File: src/rtl/alu_pkg.sv
// Purpose: shared types for the pipelined ALU (function codes, request/response words).
// Latency: n/a (types and helpers only).
// Backpressure: n/a.
package alu_pkg;

    localparam int ALU_W = 32;

    // Function encoding matches the combinational ALU so its vectors stay valid.
    typedef enum logic [2:0] {
        OP_AND  = 3'b000,
        OP_OR   = 3'b001,
        OP_ADD  = 3'b010,
        OP_ILL  = 3'b011,
        OP_ANDN = 3'b100,
        OP_ORN  = 3'b101,
        OP_SUB  = 3'b110,
        OP_SLT  = 3'b111
    } alu_op_e;

    typedef struct packed {
        alu_op_e            f;
        logic [ALU_W-1:0]   a;
        logic [ALU_W-1:0]   b;
    } alu_req_t;

    typedef struct packed {
        logic [ALU_W-1:0]   y;
        logic               zero;
        logic               of;
    } alu_rsp_t;

    // Signed overflow of an addition given the operand sign bits and the result sign.
    // Subtraction reuses this with the B sign inverted.
    function automatic logic add_ovf(input logic sign_a, input logic sign_b, input logic sign_r);
        return (sign_a == sign_b) && (sign_r != sign_a);
    endfunction

endpackage

File: src/rtl/alu_core.sv
// Purpose: combinational ALU datapath, one alu_req_t in, one alu_rsp_t out.
// Latency: 0 cycles (pure logic between the S1 and S2 registers).
// Backpressure: none; the enclosing pipeline decides when the result is captured.
module alu_core
    import alu_pkg::*;
(
    input  alu_req_t req_i,
    output alu_rsp_t rsp_o
);

    localparam int MSB = ALU_W - 1;

    logic [ALU_W-1:0] sum;
    logic [ALU_W-1:0] diff;
    logic             of_add;
    logic             of_sub;
    logic [ALU_W-1:0] y;
    logic             of;

    // Arithmetic, function select and flag generation; zero is taken from the final y.
    always_comb begin
        sum    = req_i.a + req_i.b;
        diff   = req_i.a - req_i.b;
        of_add = add_ovf(req_i.a[MSB], req_i.b[MSB], sum[MSB]);
        of_sub = add_ovf(req_i.a[MSB], ~req_i.b[MSB], diff[MSB]);
        y      = '0;
        of     = 1'b0;
        case (req_i.f)
            OP_AND:  y = req_i.a & req_i.b;
            OP_OR:   y = req_i.a | req_i.b;
            OP_ADD: begin
                y  = sum;
                of = of_add;
            end
            OP_ANDN: y = req_i.a & ~req_i.b;
            OP_ORN:  y = req_i.a | ~req_i.b;
            OP_SUB: begin
                y  = diff;
                of = of_sub;
            end
            // Correcting the difference sign with the overflow bit gives a true signed
            // compare even when A-B overflows.
            OP_SLT:  y = {{(ALU_W-1){1'b0}}, diff[MSB] ^ of_sub};
            // Illegal code yields all-zero with no flags raised besides zero.
            default: y = '0;
        endcase
        rsp_o.y    = y;
        rsp_o.zero = (y == '0);
        rsp_o.of   = of;
    end

endmodule

File: src/rtl/alu_pipe.sv
// Purpose: two-stage pipelined ALU with valid/ready on both sides; optional
//          output handshake counter when ALU_PIPE_STATS_EN is defined.
// Latency: accept at edge N -> out_valid after edge N+1; 1 op/cycle when unstalled.
// Backpressure: stages advance into empty or draining slots; in_ready is combinational from out_ready.
module alu_pipe
    import alu_pkg::*;
#(
    // Operand/result width; must equal ALU_W, which sizes the shared request/response types.
    parameter int WIDTH = ALU_W
) (
    input  logic             clk,
    input  logic             reset,
    input  logic             in_valid,
    output logic             in_ready,
    input  logic [2:0]       in_f,
    input  logic [WIDTH-1:0] in_a,
    input  logic [WIDTH-1:0] in_b,
    output logic             out_valid,
    input  logic             out_ready,
    output logic [WIDTH-1:0] out_y,
    output logic             out_zero,
    output logic             out_of
`ifdef ALU_PIPE_STATS_EN
    ,
    output logic [31:0]      op_count
`endif
);

    // Stage 1: captured operation
    logic     s1_valid_q, s1_valid_d;
    alu_req_t s1_req_q,   s1_req_d;

    // Stage 2: registered result and flags, driven straight to the outputs
    logic     s2_valid_q, s2_valid_d;
    alu_rsp_t s2_rsp_q,   s2_rsp_d;

    alu_rsp_t core_rsp;
    logic     s1_adv;
    logic     s2_adv;
    logic     in_acc;

    alu_core u_core (
        .req_i (s1_req_q),
        .rsp_o (core_rsp)
    );

    // A stage may advance when it is empty or when its contents move on this cycle.
    assign s2_adv   = ~s2_valid_q | out_ready;
    assign s1_adv   = ~s1_valid_q | s2_adv;
    assign in_ready = s1_adv;
    assign in_acc   = in_valid & s1_adv;

    assign out_valid = s2_valid_q;
    assign out_y     = s2_rsp_q.y;
    assign out_zero  = s2_rsp_q.zero;
    assign out_of    = s2_rsp_q.of;

    // Next-state for both stages; payload registers only load on a real transfer so
    // inputs are ignored while stalled and the output holds under backpressure.
    always_comb begin
        s1_valid_d = s1_valid_q;
        s1_req_d   = s1_req_q;
        s2_valid_d = s2_valid_q;
        s2_rsp_d   = s2_rsp_q;
        if (s1_adv) begin
            s1_valid_d = in_valid;
        end
        if (in_acc) begin
            s1_req_d = '{f: alu_op_e'(in_f), a: in_a, b: in_b};
        end
        if (s2_adv) begin
            s2_valid_d = s1_valid_q;
            if (s1_valid_q) begin
                s2_rsp_d = core_rsp;
            end
        end
    end

    // Pipeline state; reset discards anything in flight and clears the visible result.
    always_ff @(posedge clk) begin
        if (!reset) begin
            s1_valid_q <= 1'b0;
            s1_req_q   <= '0;
            s2_valid_q <= 1'b0;
            s2_rsp_q   <= '0;
        end else begin
            s1_valid_q <= s1_valid_d;
            s1_req_q   <= s1_req_d;
            s2_valid_q <= s2_valid_d;
            s2_rsp_q   <= s2_rsp_d;
        end
    end

`ifdef ALU_PIPE_STATS_EN
    logic [31:0] op_count_q, op_count_d;

    // Completed results: one per output handshake, wrapping naturally at 2^32.
    always_comb begin
        op_count_d = op_count_q;
        if (s2_valid_q & out_ready) begin
            op_count_d = op_count_q + 32'd1;
        end
    end

    // Counter register, cleared together with the pipeline.
    always_ff @(posedge clk) begin
        if (!reset) begin
            op_count_q <= '0;
        end else begin
            op_count_q <= op_count_d;
        end
    end

    assign op_count = op_count_q;
`endif

endmodule

File: config.mk
export PLATFORM = sky130hd
export DESIGN_NAME = alu_pipe
export DESIGN_NICKNAME = d
export VERILOG_FILES = /design/src/rtl/alu_pkg.sv /design/src/rtl/alu_core.sv /design/src/rtl/alu_pipe.sv
export SDC_FILE = /design/constraint.sdc
export NUM_CORES = 1
export LEC_CHECK = 0
export CAP_MARGIN = 40
export CORE_MARGIN = 2
export CORE_UTILIZATION = 40
export CTS_BUF_LIST = sky130_fd_sc_hd__clkbuf_16
export DETAILED_ROUTE_END_ITERATION = 10
export DONT_BUFFER_PORTS = 1
export PLACE_DENSITY = 0.5
export SLEW_MARGIN = 20
export SYNTH_ARGS = -nofsm -noshare
export SYNTH_HDL_FRONTEND = slang
export SYNTH_SLANG_ARGS = --single-unit
File: constraint.sdc
create_clock -name clk -period 5.4 [get_ports clk]
set_clock_uncertainty 0.15 [all_clocks]
set_input_delay 1.35 -clock clk [delete_from_list [all_inputs] [get_ports clk]]
set_output_delay 1.35 -clock clk [all_outputs]
set_load 0.01 [all_outputs]
==> flow_summary_export.csv <==
group,metric,value,unit
synthesis,synthArstFlopShare,0,
place,gp_congestion,0.966,
setup_path,crit_arrival,4.85,ns
floorplanning,coreArea,20400,um2
clock_network,clk_pin_slew_worst_paths,0.09,ns
hold_path,min_from,"s1_req_q[59]",
setup_path,path_class,"reg -> reg",
pwr,comb_power_share,0.288,
floorplanning,die-area,22100,um2
setup_path,cp_slowest_cell,"or4_1",
setup_path,path_cells,"inv_1, ha_1, or4_1, or3_1, a2111oi_4, nor3_2, a211oi_4, a311oi_1, or3_1, a32o_1, or4_1, nor4_1, a21o_1",
pwr,total_power,2.16,mW
cells_and_area,fin_nets,1253,
pwr,ir_drop,147,uV
pwr,power.internal,1.35,mW
sta,tightest_slew,0.807,ns
setup_path,cp_max_fo,12,
setup_path,crit_family,"simple AND/OR/NAND/NOR gates",
drt,ant_nets,0,
synthesis,synth_edf_count,0,
synthesis,yosysWarnings,0,
sta,finalSetupTns,0,ns
floorplanning,die_w,149,um
cells_and_area,final_cells,1393,
pwr,power_density,246,nW/um2
sta,setup_slack,0.730,ns
synthesis,yosys.area.top_type,"dfxtp_1",
global_routing,grt-ovfl-total,0,
sta,final_hold_viol_count,0,
synthesis,avgSynthCellArea,7.16,um2
global_routing,grt_pass1_wl,43.6,mm
synthesis,synthCells,1171,
pwr,swShare,0.377,
floorplanning,die_h,149,um
clock_network,cts_max_level,3,
drt,wire_per_inst,19.7,um
pwr,p_leak,3.60,nW
clock_network,ctsResizeCount,0,
sta,post-route-min-period,4.67,ns
cells_and_area,final_common_cell,"nand2_1",
cells_and_area,final_cell_mix,"199 x nand2_1, 153 x a21oi_1, 102 x dfxtp_1",
cells_and_area,n_antenna_cell,0,
hold_path,min_path_cells,2,
setup_path,worst_r2r_endpoint,"out_zero",
sta,fmax,214,MHz
setup_path,path_buf_inv,1,
pwr,power_frac_seq,0.396,
floorplanning,start_util,0.410,
setup_path,required,5.58,ns
drt,wl,27.4,mm
drt,post_drt_via_cell_ratio,5.75,
sta,rsz0062_at_grt,"false",
place,pre_cts_ws,0.759,ns
setup_path,rr_startpoint,"s1_req_q[12]",
drt,drc,0,
drt,drt_iter0_markers,642,
setup_path,worstSetupStartpointType,"register",
synthesis,synth_area,8380,um2
clock_network,numCtsBuffers,9,
sta,slew_headroom,0.455,
clock_network,cts_buffer_depth,2,
synthesis,ys_ff_latch,103,
global_routing,grt_max_degree,63,
synthesis,ys.flop_type,"dfxtp_1",
floorplanning,placementRows,52,
sta,whs,0.349,ns
synthesis,synth.distinct_cells,71,
synthesis,yosysSeqAreaShare,0.246,
drt,vias,8005,
global_routing,grt_usage,0.251,
setup_path,rr_worst_depth,13,
clock_network,clock_latency,0.37,ns
flow_run,max-cap-violations,0,
global_routing,grt_pass1_vias,7606,
cells_and_area,fill_cells,2190,
synthesis,ys_top_cells_by_area,"dfxtp_1 25%, ha_1 9.3%, a21oi_1 9.1%, nand2_1 9.0%, nor2_1 4.2%",
cells_and_area,stdcell_area,8790,um2
pwr,pwr-share-clk,0.316,
pwr,p_sw,816,uW
synthesis,synth_fp_nets,1306,
sta,setup_viol,0,
clock_network,post_cts_buffers,0,
outcome,status,"completed",
sta,finalMaxSlewViolations,0,
setup_path,r2r_slack,0.73,ns
hold_path,whs_endpoint,"s1_req_q[59]",
floorplanning,pin_count,107,
drt,drt_first_pass_iters,5,
synthesis,synth_top_area_frac,0.246,
clock_network,cts_tree,"done",
cells_and_area,utilization,0.430,
cells_and_area,drive_gt1_frac,0.0410,
clock_network,cts_sinks,103,
setup_path,cp_slowest_stage_delay,0.57,ns
place,dpl.hpwl,20.5,mm
clock_network,cts-hold-fix-buffers,0,
cells_and_area,area_delta_synth_final,4.93,%
place,dp.cells,1377,
hold_path,hold_class,"reg -> reg",
global_routing,antenna_found_initial,0,
sta,fin_crit_sh,0.865,
clock_network,cts_root_buffer,"clkbuf_16",
place,port-buffer-count,0,
place,place_area,8490,um2
setup_path,cp-end-kind,"register",
==> cells by family after synthesis <==
kind of cell    after synthesis  synth area share
simple gates                410             0.218
compound gates              355             0.268
buf+inv                     152            0.0748
flops                       103             0.246
fa+ha+maj                    93             0.132
xor+xnor                     52            0.0543
mux                           6           0.00717
==> final cells by class <==
class / count / area, um2 / share of cell area
Multi-Input combinational cell: 916 / 5700 / 0.649
Sequential cell: 103 / 2060 / 0.235
Tap cell: 270 / 338 / 0.0384
Inverter: 72 / 270 / 0.0307
Clock buffer: 9 / 225 / 0.0256
Timing Repair Buffer: 16 / 120 / 0.0137
Clock inverter: 7 / 73.8 / 0.00839
==> power groups by stage <==
| stage | registers (mW) | logic [mW] | clock network [mW] |
|---|---|---|---|
| finish | 0.857 | 0.623 | 0.684 |
| global route | 0.866 | 0.690 | 0.736 |
| CTS | 0.858 | 0.614 | 0.708 |
| detailed placement | 0.876 | 0.611 | 0 |
| global placement | 0.874 | 0.615 | 0 |
| floorplan | 0.860 | 0.467 | 0 |
==> metal layers <==
metal / up-vias / GRT usage / part of all wire
li1: 4019 / - / -
met1: 3697 / 0.373 / 0.50
met2: 251 / 0.370 / 0.41
met3: 38 / 0.0434 / 0.068
met4: 0 / 0.0714 / 0.021
met5: - / 0 / 0
==> synth_stat cells (19+ instances only) <==
library cell / instances
a21oi_1: 153
clkbuf_1: 56
dfxtp_1: 103
ha_1: 62
inv_1: 71
maj3_1: 29
nand2_1: 200
nor2_1: 93
nor3_1: 23
o21ai_0: 60
xnor2_1: 19
xor2_1: 33
==> registers in the layout, summed over array words and instances, names as in the netlist <==
register    cells
out_y          32
out_of          1
out_zero        1
out_valid       1
s1_req_q       67
s1_valid_q      1
==> worst reg2reg max path: cells and delay by family, from the launching register on <==
| kind | cells | cell delay (ns) |
|---|---|---|
| buffers and inverters | 1 | 0.06 |
| and+or+nand+nor | 6 | 2.24 |
| AOI/OAI and AO/OA | 5 | 1.34 |
| DFF | 1 | 0.39 |
| adders and majority gates | 1 | 0.45 |
==> how the worst max path moves through the flow <==
stage	startpoint	cells past startpoint	slack, ns	to
after floorplan	s1_req_q[11]	13	1.20	out_zero
after global placement	s1_req_q[12]	13	0.87	out_zero
after detailed placement	s1_req_q[12]	13	0.76	out_zero
after CTS	s1_req_q[12]	13	0.74	out_zero
after global routing	s1_req_q[12]	13	0.52	out_zero
final	s1_req_q[12]	13	0.73	out_zero
No activity file was read; power rests on OpenSTA's default activity.
